### src/rtl/jtframe_vidtimer.sv
// Programmable raster timing generator: pixel/line counters plus HB/VB/HS/VS,
// frame toggle and line_start, all registered and aligned to the counters.
module jtframe_vidtimer #(
  parameter int unsigned HCNT_W   = 9,
  parameter int unsigned VCNT_W   = 9,
  parameter int unsigned H_TOTAL  = 384,
  parameter int unsigned HB_START = 288,
  parameter int unsigned HB_END   = 32,
  parameter int unsigned HS_START = 304,
  parameter int unsigned HS_END   = 336,
  parameter int unsigned V_ADV    = 288,
  parameter int unsigned V_TOTAL  = 264,
  parameter int unsigned VB_START = 224,
  parameter int unsigned VB_END   = 16,
  parameter int unsigned VS_START = 240,
  parameter int unsigned VS_END   = 244
) (
  input  logic              clk,
  input  logic              rst,
  input  logic              pxl_cen,
  output logic [HCNT_W-1:0] hdump,
  output logic [VCNT_W-1:0] vdump,
  output logic              HB,
  output logic              VB,
  output logic              HS,
  output logic              VS,
  output logic              frame,
  output logic              line_start
);

  // Region membership; start>end wraps through zero, start==end is empty.
  function automatic logic in_region(input int unsigned n, input int unsigned s,
                                     input int unsigned e);
    if (s < e)      in_region = (n >= s) && (n < e);
    else if (s > e) in_region = (n >= s) || (n < e);
    else            in_region = 1'b0;
  endfunction

  localparam logic HB_RST = in_region(32'd0, HB_START, HB_END);
  localparam logic HS_RST = in_region(32'd0, HS_START, HS_END);
  localparam logic VB_RST = in_region(32'd0, VB_START, VB_END);
  localparam logic VS_RST = in_region(32'd0, VS_START, VS_END);

  localparam bit PARAMS_OK =
    (H_TOTAL <= (32'd1 << HCNT_W)) && (V_TOTAL <= (32'd1 << VCNT_W)) &&
    (HB_START < H_TOTAL) && (HB_END < H_TOTAL) &&
    (HS_START < H_TOTAL) && (HS_END < H_TOTAL) && (V_ADV < H_TOTAL) &&
    (VB_START < V_TOTAL) && (VB_END < V_TOTAL) &&
    (VS_START < V_TOTAL) && (VS_END < V_TOTAL);

  if (!PARAMS_OK) begin : g_bad_params
    $error("jtframe_vidtimer: totals exceed counter width or a region/V_ADV value is out of range");
  end

  logic [HCNT_W-1:0] hdump_q, hdump_d;
  logic [VCNT_W-1:0] vdump_q, vdump_d;
  logic              hb_q, hb_d, vb_q, vb_d, hs_q, hs_d, vs_q, vs_d;
  logic              frame_q, frame_d, line_start_q, line_start_d;
  logic [HCNT_W-1:0] h_nxt;
  logic [VCNT_W-1:0] v_nxt;
  logic              v_adv;

  // Next-count and decode; strobes decode the value the counters are about to take.
  always_comb begin
    hdump_d      = hdump_q;
    vdump_d      = vdump_q;
    hb_d         = hb_q;
    vb_d         = vb_q;
    hs_d         = hs_q;
    vs_d         = vs_q;
    frame_d      = frame_q;
    line_start_d = 1'b0;

    h_nxt = (hdump_q == HCNT_W'(H_TOTAL - 1)) ? '0 : hdump_q + HCNT_W'(1);
    v_adv = (h_nxt == HCNT_W'(V_ADV));
    v_nxt = vdump_q;
    if (v_adv) begin
      v_nxt = (vdump_q == VCNT_W'(V_TOTAL - 1)) ? '0 : vdump_q + VCNT_W'(1);
    end

    if (pxl_cen) begin
      hdump_d      = h_nxt;
      vdump_d      = v_nxt;
      hb_d         = in_region(32'(h_nxt), HB_START, HB_END);
      hs_d         = in_region(32'(h_nxt), HS_START, HS_END);
      vb_d         = in_region(32'(v_nxt), VB_START, VB_END);
      vs_d         = in_region(32'(v_nxt), VS_START, VS_END);
      line_start_d = v_adv;
      frame_d      = frame_q ^ (vb_d & ~vb_q);
    end
  end

  always_ff @(posedge clk) begin
    if (rst) begin
      hdump_q      <= '0;
      vdump_q      <= '0;
      hb_q         <= HB_RST;
      vb_q         <= VB_RST;
      hs_q         <= HS_RST;
      vs_q         <= VS_RST;
      frame_q      <= 1'b0;
      line_start_q <= 1'b0;
    end else begin
      hdump_q      <= hdump_d;
      vdump_q      <= vdump_d;
      hb_q         <= hb_d;
      vb_q         <= vb_d;
      hs_q         <= hs_d;
      vs_q         <= vs_d;
      frame_q      <= frame_d;
      line_start_q <= line_start_d;
    end
  end

  assign hdump      = hdump_q;
  assign vdump      = vdump_q;
  assign HB         = hb_q;
  assign VB         = vb_q;
  assign HS         = hs_q;
  assign VS         = vs_q;
  assign frame      = frame_q;
  assign line_start = line_start_q;

endmodule

### config.mk
export PLATFORM = sky130hd
export DESIGN_NAME = jtframe_vidtimer
export DESIGN_NICKNAME = d
export VERILOG_FILES = /design/src/rtl/jtframe_vidtimer.sv
export SDC_FILE = /design/constraint.sdc
export NUM_CORES = 1
export LEC_CHECK = 0
export CAP_MARGIN = 25
export CORE_MARGIN = 5
export CORE_UTILIZATION = 53
export CTS_CLUSTER_DIAMETER = 100
export DETAILED_ROUTE_END_ITERATION = 10
export HOLD_SLACK_MARGIN = 0.06
export PLACE_DENSITY = 0.89
export SLEW_MARGIN = 20
export SYNTH_ARGS = -nofsm -noshare
export SYNTH_HDL_FRONTEND = slang
export SYNTH_SLANG_ARGS = --single-unit
### constraint.sdc
create_clock -name clk -period 3.7 [get_ports clk]
set_input_delay 0.74 -clock clk [delete_from_list [all_inputs] [get_ports clk]]
set_output_delay 0.74 -clock clk [all_outputs]
set_load 0.01 [all_outputs]
; Word level (Yosys, flattened, before mapping)
; Index checks and enable logic that the tools add are counted.
; Widths: inputs -> output; s select.
[word_totals]
register_bits = 24
in_bits = 3
word_cells = 34
[op_classes]
n_addsub = 2
magnitude_cmp = 8
n_eq_ne = 3
mux = 4
bitwise = 4
reduce_logical = 5
[op_table]
columns = op, count
row1 = $eq 9x9->1 const B, 3
row2 = $mux 9, 3
row3 = $add 9x1->9 const B, 2
row4 = $ge 9x8->1 const B, 2
row5 = $ge 9x9->1 const B, 2
row6 = $lt 9x5->1 const B, 1
row7 = $lt 9x6->1 const B, 1
row8 = $lt 9x8->1 const B, 1
row9 = $lt 9x9->1 const B, 1
row10 = $logic_and 1x1->1, 2
row11 = $logic_or 1x1->1, 2
row12 = $not 1->1, 2
row13 = $reduce_or 2->1, 1
row14 = $and 1x1->1, 1
row15 = $mux 1, 1
row16 = $xor 1x1->1, 1

; Depth between registers and ports, before layout
; Gate-level depths: netlist of the first run.
[logic_depth]
depth_word = 9
depth_mapped = 8
ltp_nobuf = 7

; Worst setup path after synthesis of the first run
; No wires, ideal clock.
[synth_timing]
kind = register -> register
startpoint = reg hdump_q[0], in the netlist hdump[0]
endpoint = reg vb_q, in the netlist VB
arrival_time_ns = 2.539
slack_ns = 1.036
path_stages_with_launch = 9
path_buffers = 1
path_cell_list = dfxtp_1 -> ha_1 -> and3_2 -> clkbuf_1 -> a311oi_1 -> a31oi_1 -> o41a_1 -> or2_1 -> o41a_1
[synth_between]
elab_chain_cells = 7
word_cells_on_any_way = 9
cone_classes = add/sub (1) / order compare (2) / eq/ne (2) / mux (3) / reduce/logical (1)
[synth_lines]
columns = item, line
row1 = from (decl), 55  ; logic [HCNT_W-1:0] hdump_q, hdump_d;
row2 = from (signal assigned), 104  ; hdump_q <= hdump_d;
row3 = $add 9x1->9 or $eq 9x9->1 (tied branches), 74  ; h_nxt = (hdump_q == HCNT_W'(H_TOTAL - 1)) ? '0 : hdump_q + HCNT_W'(1);
row4 = $mux 9 *, 74
row5 = $eq 9x9->1 *, 75  ; v_adv = (h_nxt == HCNT_W'(V_ADV));
row6 = $mux 9 *, 77  ; if (v_adv) begin
row7 = $ge 9x8->1 or $lt 9x5->1 (tied branches), 35  ; else if (s > e) in_region = (n >= s) || (n < e);
row8 = $logic_or 1x1->1 *, 35
row9 = $mux 1 *, 81  ; if (pxl_cen) begin
row10 = to (signal assigned), 107  ; vb_q <= vb_d;
row11 = to (decl), 57  ; logic hb_q, hb_d, vb_q, vb_d, hs_q, hs_d, vs_q, vs_d;
; Every way passes the cells marked *; elsewhere a longest branch is shown, timed or not. The select of a mux whose other input is x is not followed.
; A chain may end at the register's enable or synchronous reset.

; Final worst setup path of the first run
[layout_timing]
startpoint = reg hdump_q[0], in the netlist hdump[0]
endpoint = reg vdump_q[1], in the netlist vdump[1]
[layout_between]
elab_chain_cells = 4
word_cells_on_any_way = 5
cone_classes = add/sub (1) / eq/ne (2) / mux (2)
[layout_lines]
columns = item, line
row1 = $add 9x1->9 or $eq 9x9->1 (tied branches), 74
row2 = $mux 9 *, 74
row3 = $eq 9x9->1 *, 75
row4 = $mux 9 *, 77
row5 = to (signal assigned), 105  ; vdump_q <= vdump_d;
row6 = to (decl), 56  ; logic [VCNT_W-1:0] vdump_q, vdump_d;
; Every way passes the cells marked *; elsewhere a longest branch is shown, timed or not.

==> results of run 1 <==
## area by class of cell
cell class                 count  share of cell area
inverter                       6              0.0122
tap                           31              0.0210
clock buffer                   3              0.0122
timing repair buffer          28               0.149
sequential                    24               0.261
multi-input combinational    159               0.545
## stage by stage
step | utilization | setup slack, ns | power [mW] | instance area, um2 | hold slack, ns
5_1_grt | 0.657 | 0.570 | 0.432 | 1840 | 0.502
3_3_place_gp | 0.649 | 1.04 | 0.302 | 1820 | 0.457
6_report | 0.657 | 0.882 | 0.410 | 1840 | 0.478
3_5_place_dp | 0.649 | 0.972 | 0.302 | 1820 | 0.458
4_1_cts | 0.657 | 0.948 | 0.414 | 1840 | 0.478
2_1_floorplan | - | 1.04 | 0.288 | 1580 | 0.490
## cells in the final DEF (no fill, tap or decap), drive strengths merged, types with 6 or more instances in the layout
master         Yosys  layout
a21oi             19      19
a31oi              7       7
clkdlybuf4s50      0      26
dfxtp             24      24
inv                6       6
nand2             19      19
nand3              8       8
nand4              6       6
nor2              20      20
o21ai              7       7
or3                6       6
## registers in the layout, indices dropped and copies added (netlist names)
register / count
line_start: 1
hdump: 9
VS: 1
HS: 1
HB: 1
vdump: 9
VB: 1
frame: 1
## Yosys cell counts (all sizes together) (2+ instances only)
master / count / share of area
dfxtp: 24 / 0.30
nor2: 20 / 0.047
a21oi: 19 / 0.060
nand2: 19 / 0.045
nand3: 8 / 0.028
a31oi: 7 / 0.028
o21ai: 7 / 0.022
inv: 6 / 0.014
nand4: 6 / 0.024
or3: 6 / 0.027
clkbuf: 5 / 0.012
xor2: 5 / 0.028
a311oi: 4 / 0.022
nand2b: 4 / 0.016
xnor2: 4 / 0.022
nor2b: 3 / 0.012
nor3: 3 / 0.0095
o32ai: 3 / 0.017
o41a: 3 / 0.021
or4: 3 / 0.017
a211oi: 2 / 0.0095
a21boi: 2 / 0.0095
and3: 2 / 0.0095
and4b: 2 / 0.013
buf: 2 / 0.010
ha: 2 / 0.016
mux2i: 2 / 0.013
nor4: 2 / 0.0079
or2: 2 / 0.0079
or3b: 2 / 0.011
## routing by layer
| metal | up-vias | GRT usage | wire, um |
|---|---|---|---|
| met2 | 53 | 0.295 | 1680 |
| met3 | 6 | 0.0294 | 154 |
| met4 | 0 | 0.0501 | 31 |
| met1 | 741 | 0.243 | 1730 |
| li1 | 797 | - | - |
| met5 | - | 0 | 0 |
## worst max path at each step
stage	startpoint	to	slack, ns
floorplan	hdump[0]	VB	1.04
global placement	hdump[4]	VB	1.04
detailed placement	hdump[4]	VB	0.97
CTS	hdump[0]	VB	0.95
global route	hdump[0]	vdump[1]	0.57
finish	hdump[0]	vdump[1]	0.88
## power breakdown
group	total, mW	switching (mW)	internal, mW
registers	0.266	0.00490	0.261
clock network	0.113	0.0750	0.0380
logic	0.0305	0.0163	0.0142
## kinds of logic after synthesis
group / after synthesis
AOI/OAI and AO/OA: 58
adders and majority gates: 2
muxes: 2
buffers and inverters: 15
DFF: 24
xor gates and xnor gates: 9
and+or+nand+nor: 88
## worst max-delay path, stage by stage (launching register included)
cell and delay [ns]:
dfxtp_1 0.50, ha_1 0.29, nand2_1 0.16, a21o_2 0.24, a221oi_1 0.71, nand3_1 0.30, or3b_1 0.42, a21oi_1 0.15
==> impl_metrics.csv, run 1 <==
group,metric,value,unit
clocking,cts-root-buf,"clkbuf_4",
floorplan,start_util,0.565,
critical_path,r2r-start,"hdump[0]",
cells_and_area,drive_above_1_share,0.0773,
sta,fin_skew,0.0104,ns
floorplan,die_h,64.7,um
power_and_ir_drop,p_leak,0.591,nW
sta,relSlewSlack,0.454,
yosys,synth_edf_count,0,
clocking,cts_buffers,3,
hold_path,hold_path_end,"HS",
critical_path,ff2ff_path_depth,7,
clocking,postCtsSetupBuffers,0,
drt,wire_per_inst,14.4,um
hold_path,worstHoldPathCells,2,
yosys,synth_top_family_by_area,"simple AND/OR/NAND/NOR gates",
drt,dr.pass1.iters,5,
critical_path,critPathLaunchType,"register",
clocking,clk_pin_slew_worst_paths,0.13,ns
cells_and_area,regArea,480,um2
sta,rsz0062_at_grt,"false",
clocking,cts_tree,"built",
sta,fin_crit,2.82,ns
power_and_ir_drop,vdd_ir_drop_max,0.116,mV
yosys,yosys_warnings,0,
place,place.detailed.hpwl,2.65,mm
yosys,async_flop_share,0,
drt,avgViaCountPerCell,6.36,
drt,drt_iter0_markers,102,
sta,slew_violations,0,
yosys,ys.flop_type,"dfxtp_1",
yosys,synth_compound_area_frac,0.249,
floorplan,rows,19,
cells_and_area,n_antenna_cell,0,
clocking,max-clock-path-buffers,2,
cells_and_area,fin_nets,227,
yosys,synth_cells,198,
sta,final.setup.tns,0,ns
yosys,synthMuxAreaShare,0.0126,
yosys,synth_area_per_cell,8.00,um2
global_route,grt_max_degree,26,
sta,worst_pin_slew,0.819,ns
hold_path,hp-start,"HS",
critical_path,rrSetupSlack,0.88,ns
clocking,hold_buffers,0,
yosys,synthXorXnorAreaFrac,0.0498,
global_route,antenna_found_initial,0,
yosys,ys_seq_elements,24,
critical_path,reg2reg_to,"vdump[1]",
run_status,status,"completed",
floorplan,die_x,64.7,um
critical_path,arrival,3.07,ns
clocking,worstSkewPairLatency,0.31,ns
global_route,globalRouteTotalUtil,0.179,
sta,min_period_over_period,0.762,
floorplan,ios,27,
place,port_buffers,26,
drt,drt_wl_total,3.60,mm
yosys,syn_nets,203,
yosys,synth-seq-area-share,0.303,
drt,via_count,1597,
cells_and_area,multi_input_area,1000,um2
cells_and_area,synthToLayoutAreaGrowth,16.4,%
critical_path,crit_type,"register to register",
cells_and_area,fin_cells,251,
global_route,grt_pass1_vias,1422,
power_and_ir_drop,power.density,222,nW/um2
critical_path,cp_max_fo,9,
yosys,synth_area,1580,um2
clocking,htreeDepth,1,
global_route,grt_pass1_wl,6.24,mm
global_route,grt-ovfl-total,0,
sta,fmax,0.355,GHz
floorplan,die_area,4180,um2
sta,hold_violations,0,
cells_and_area,num-fill-cells,264,
critical_path,cp.required,3.95,ns
yosys,synth.distinct_cells,55,
yosys,synth-simple-area-share,0.307,
clocking,clock-sinks,24,
clocking,post_cts_resized,0,
critical_path,critPathCaptureType,"register",
place,placed_cells,248,
drt,ant_nets,0,
hold_path,hold_class,"register to register",
floorplan,core,2810,um2
run,drv_cap,0,
place,finalWeightedCongestion,0.844,
sta,setup_violations,0,
yosys,synthAdderAreaFrac,0.0158,
drt,drc,0,
(Power assumes the default switching activity.)
==> run 2, diff against run 1 <==
CORE_UTILIZATION = 47   (was 53)
PLACE_DENSITY = 0.84   (was 0.89)
clock period = 2.4 ns   (was 3.7 ns; I/O delays follow)
==> run 2 against run 1 <==
  * Design area increased by 16%
  * Sequential share of layout area decreased by 3.1 points
  * Count of clock-buffer cells in the layout increased by 1
  * Critical path depth decreased by 1
  * Sequential power increased by 54%
  * Via count increased by 6.9%
  * Power increased by 60%
  * Die area increased by 11%
  * Core utilization decreased by 1.2 points
  * Non-clock buffer count increased by 28
  * The flow now finishes with violations (negative setup slack)
  * Critical endpoint is now vdump[7]
  * Register-to-register slack got worse by 0.94 ns
  * Largest power group unchanged
==> impl_metrics.csv, run 2 (synthesis gave the netlist of run 1 again) <==
group,metric,value,unit
run_status,status,"complete, but fails checks",
run_status,violations,"negative setup slack",
global_route,grt_pass1_wl,7.16,mm
place,port_buffers,26,
drt,dr.pass1.iters,4,
floorplan,die_h,68.1,um
drt,ant_nets,0,
cells_and_area,drive_above_1_share,0.229,
clocking,worstSkewPairLatency,0.32,ns
cells_and_area,fin_cells,295,
global_route,globalRouteTotalUtil,0.196,
critical_path,cp.required,2.66,ns
sta,worst_pin_slew,0.403,ns
cells_and_area,num-fill-cells,301,
critical_path,startpoint,"hdump[1]",
cells_and_area,fin_nets,255,
global_route,grt_use_met2,0.361,
sta,final.setup.tns,-0.0533,ns
global_route,grt_max_degree,25,
cells_and_area,n_antenna_cell,0,
sta,slew_violations,0,
power_and_ir_drop,total_power,657,uW
global_route,gr-usage-met3,0.0197,
critical_path,crit_chain,"ha_4 > or4_4 > a221o_1 > or4_4 > or4_4 > a21oi_2",
critical_path,crit_path_frequent_cell,"or4_4",
drt,avgViaCountPerCell,5.79,
drt,via_count,1707,
place,place.detailed.hpwl,3.13,mm
critical_path,ff2ff_path_depth,6,
clocking,hold_buffers,0,
global_route,grt-ovfl-total,0,
critical_path,arrival,2.72,ns
run,drv_cap,0,
place,placed_cells,290,
clocking,clock-sinks,24,
power_and_ir_drop,p_leak,0.735,nW
drt,wire_per_inst,14.4,um
floorplan,core,3310,um2
critical_path,reg2reg_to,"vdump[7]",
global_route,antenna_found_initial,0,
drt,drt_iter0_markers,79,
drt,drc,0,
sta,hold_violations,0,
power_and_ir_drop,vdd_ir_drop_max,0.209,mV
clocking,clk_pin_slew_worst_paths,0.13,ns
sta,relSlewSlack,0.724,
floorplan,rows,21,
critical_path,cp_max_fo,5,
global_route,busiest_layer,"met2",
global_route,grt_pass1_vias,1645,
critical_path,r2r-start,"hdump[1]",
critical_path,critPathCaptureType,"register",
critical_path,rrSetupSlack,-0.05,ns
sta,setup_violations,1,
global_route,grt_use_met1,0.238,
clocking,htreeDepth,1,
sta,fin_crit,2.45,ns
critical_path,critPathCapture,"vdump[7]",
sta,fmax,0.408,GHz
clocking,cts-root-buf,"clkbuf_4",
clocking,cts_tree,"built",
floorplan,start_util,0.478,
sta,min_period_over_period,1.02,
cells_and_area,synthToLayoutAreaGrowth,34.8,%
critical_path,max_stage_delay,0.50,ns
place,finalWeightedCongestion,0.947,
power_and_ir_drop,power.density,308,nW/um2
hold_path,hold_class,"register to register",
critical_path,critPathLaunchType,"register",
cells_and_area,postLayoutCoreUtil,0.645,
clocking,cts_buffers,3,
sta,fin_ws,-0.0533,ns
cells_and_area,layout_commonest_cell,"buf_4",
floorplan,die_area,4630,um2
sta,fin_skew,0.00437,ns
sta,rsz0062_at_grt,"true",
clocking,max-clock-path-buffers,2,
critical_path,cp_slowest_cell,"or4_4",
floorplan,die_x,68.1,um
cells_and_area,final_cell_mix,"buf_4, clkdlybuf4s50_1, dfxtp_1, nor2_1, nand2_1",
critical_path,crit_type,"register to register",
drt,drt_wl_total,4.24,mm
floorplan,ios,27,
run 2: cell count changes in the layout (fill, tap and decap cells not counted), moves of 2 or more:
cell,delta
or4_1,-2
dfxtp_1,-4
dfxtp_4,+2
buf_4,+28
or4_4,+2
dfxtp_2,+2
run 2: per-stage QoR:
stage | hold WS, ns | worst slack, ns | instance area, um2
floorplan | 0.490 | -0.0123 | 1640
global placement | 0.457 | -0.00719 | 2080
detailed placement | 0.468 | -0.0504 | 2080
CTS | 0.489 | -0.0149 | 2120
global route | 0.521 | -0.100 | 2140
finish | 0.484 | -0.0533 | 2140
run 2: timing repair:
| item | CTS | global route |
|---|---|---|
| gates resized for setup | 0 | 4 |
| pin swaps | 3 | 2 |
| setup endpoints to repair | 3 | 4 |
| setup buffers | 1 | 0 |
run 2: worst min-delay path by stage:
| stage | startpoint | endpoint | cells after the start |
|---|---|---|---|
| 6_report | VS | VS | 2 |
| 5_1_grt | VS | VS | 2 |
| 4_1_cts | VS | VS | 2 |
| 3_5_place_dp | VS | VS | 2 |
| 3_3_place_gp | HB | HB | 2 |
| 2_1_floorplan | HS | HS | 2 |
run 2: worst max-delay path, delay by kind of cell, from the launching register on:
| family | cells | cell delay, ns |
|---|---|---|
| adders and majority gates | 1 | 0.17 |
| AOI/OAI and AO/OA | 2 | 0.48 |
| and+or+nand+nor | 3 | 1.37 |
| DFF | 1 | 0.39 |
run 2: power breakdown:
group	switching (mW)	leakage (nW)	internal, mW
logic	0.0297	0.524	0.0305
registers	0.00669	0.196	0.402
clock network	0.123	0.0150	0.0650
run 2: cell type report:
type	count	area [um2]	area share
multi-input cells	159	1050	0.493
inverters	6	22.5	0.0105
flip-flops and latches	24	490	0.230
well taps	46	57.6	0.0269
repair buffers	56	485	0.227
clock buffers	4	26.3	0.0123
run 2: per-layer routing:
layer,vias up,share of wire
li1,854,-
met1,805,0.45
met2,40,0.50
met3,8,0.037
met4,0,0.016
met5,-,0
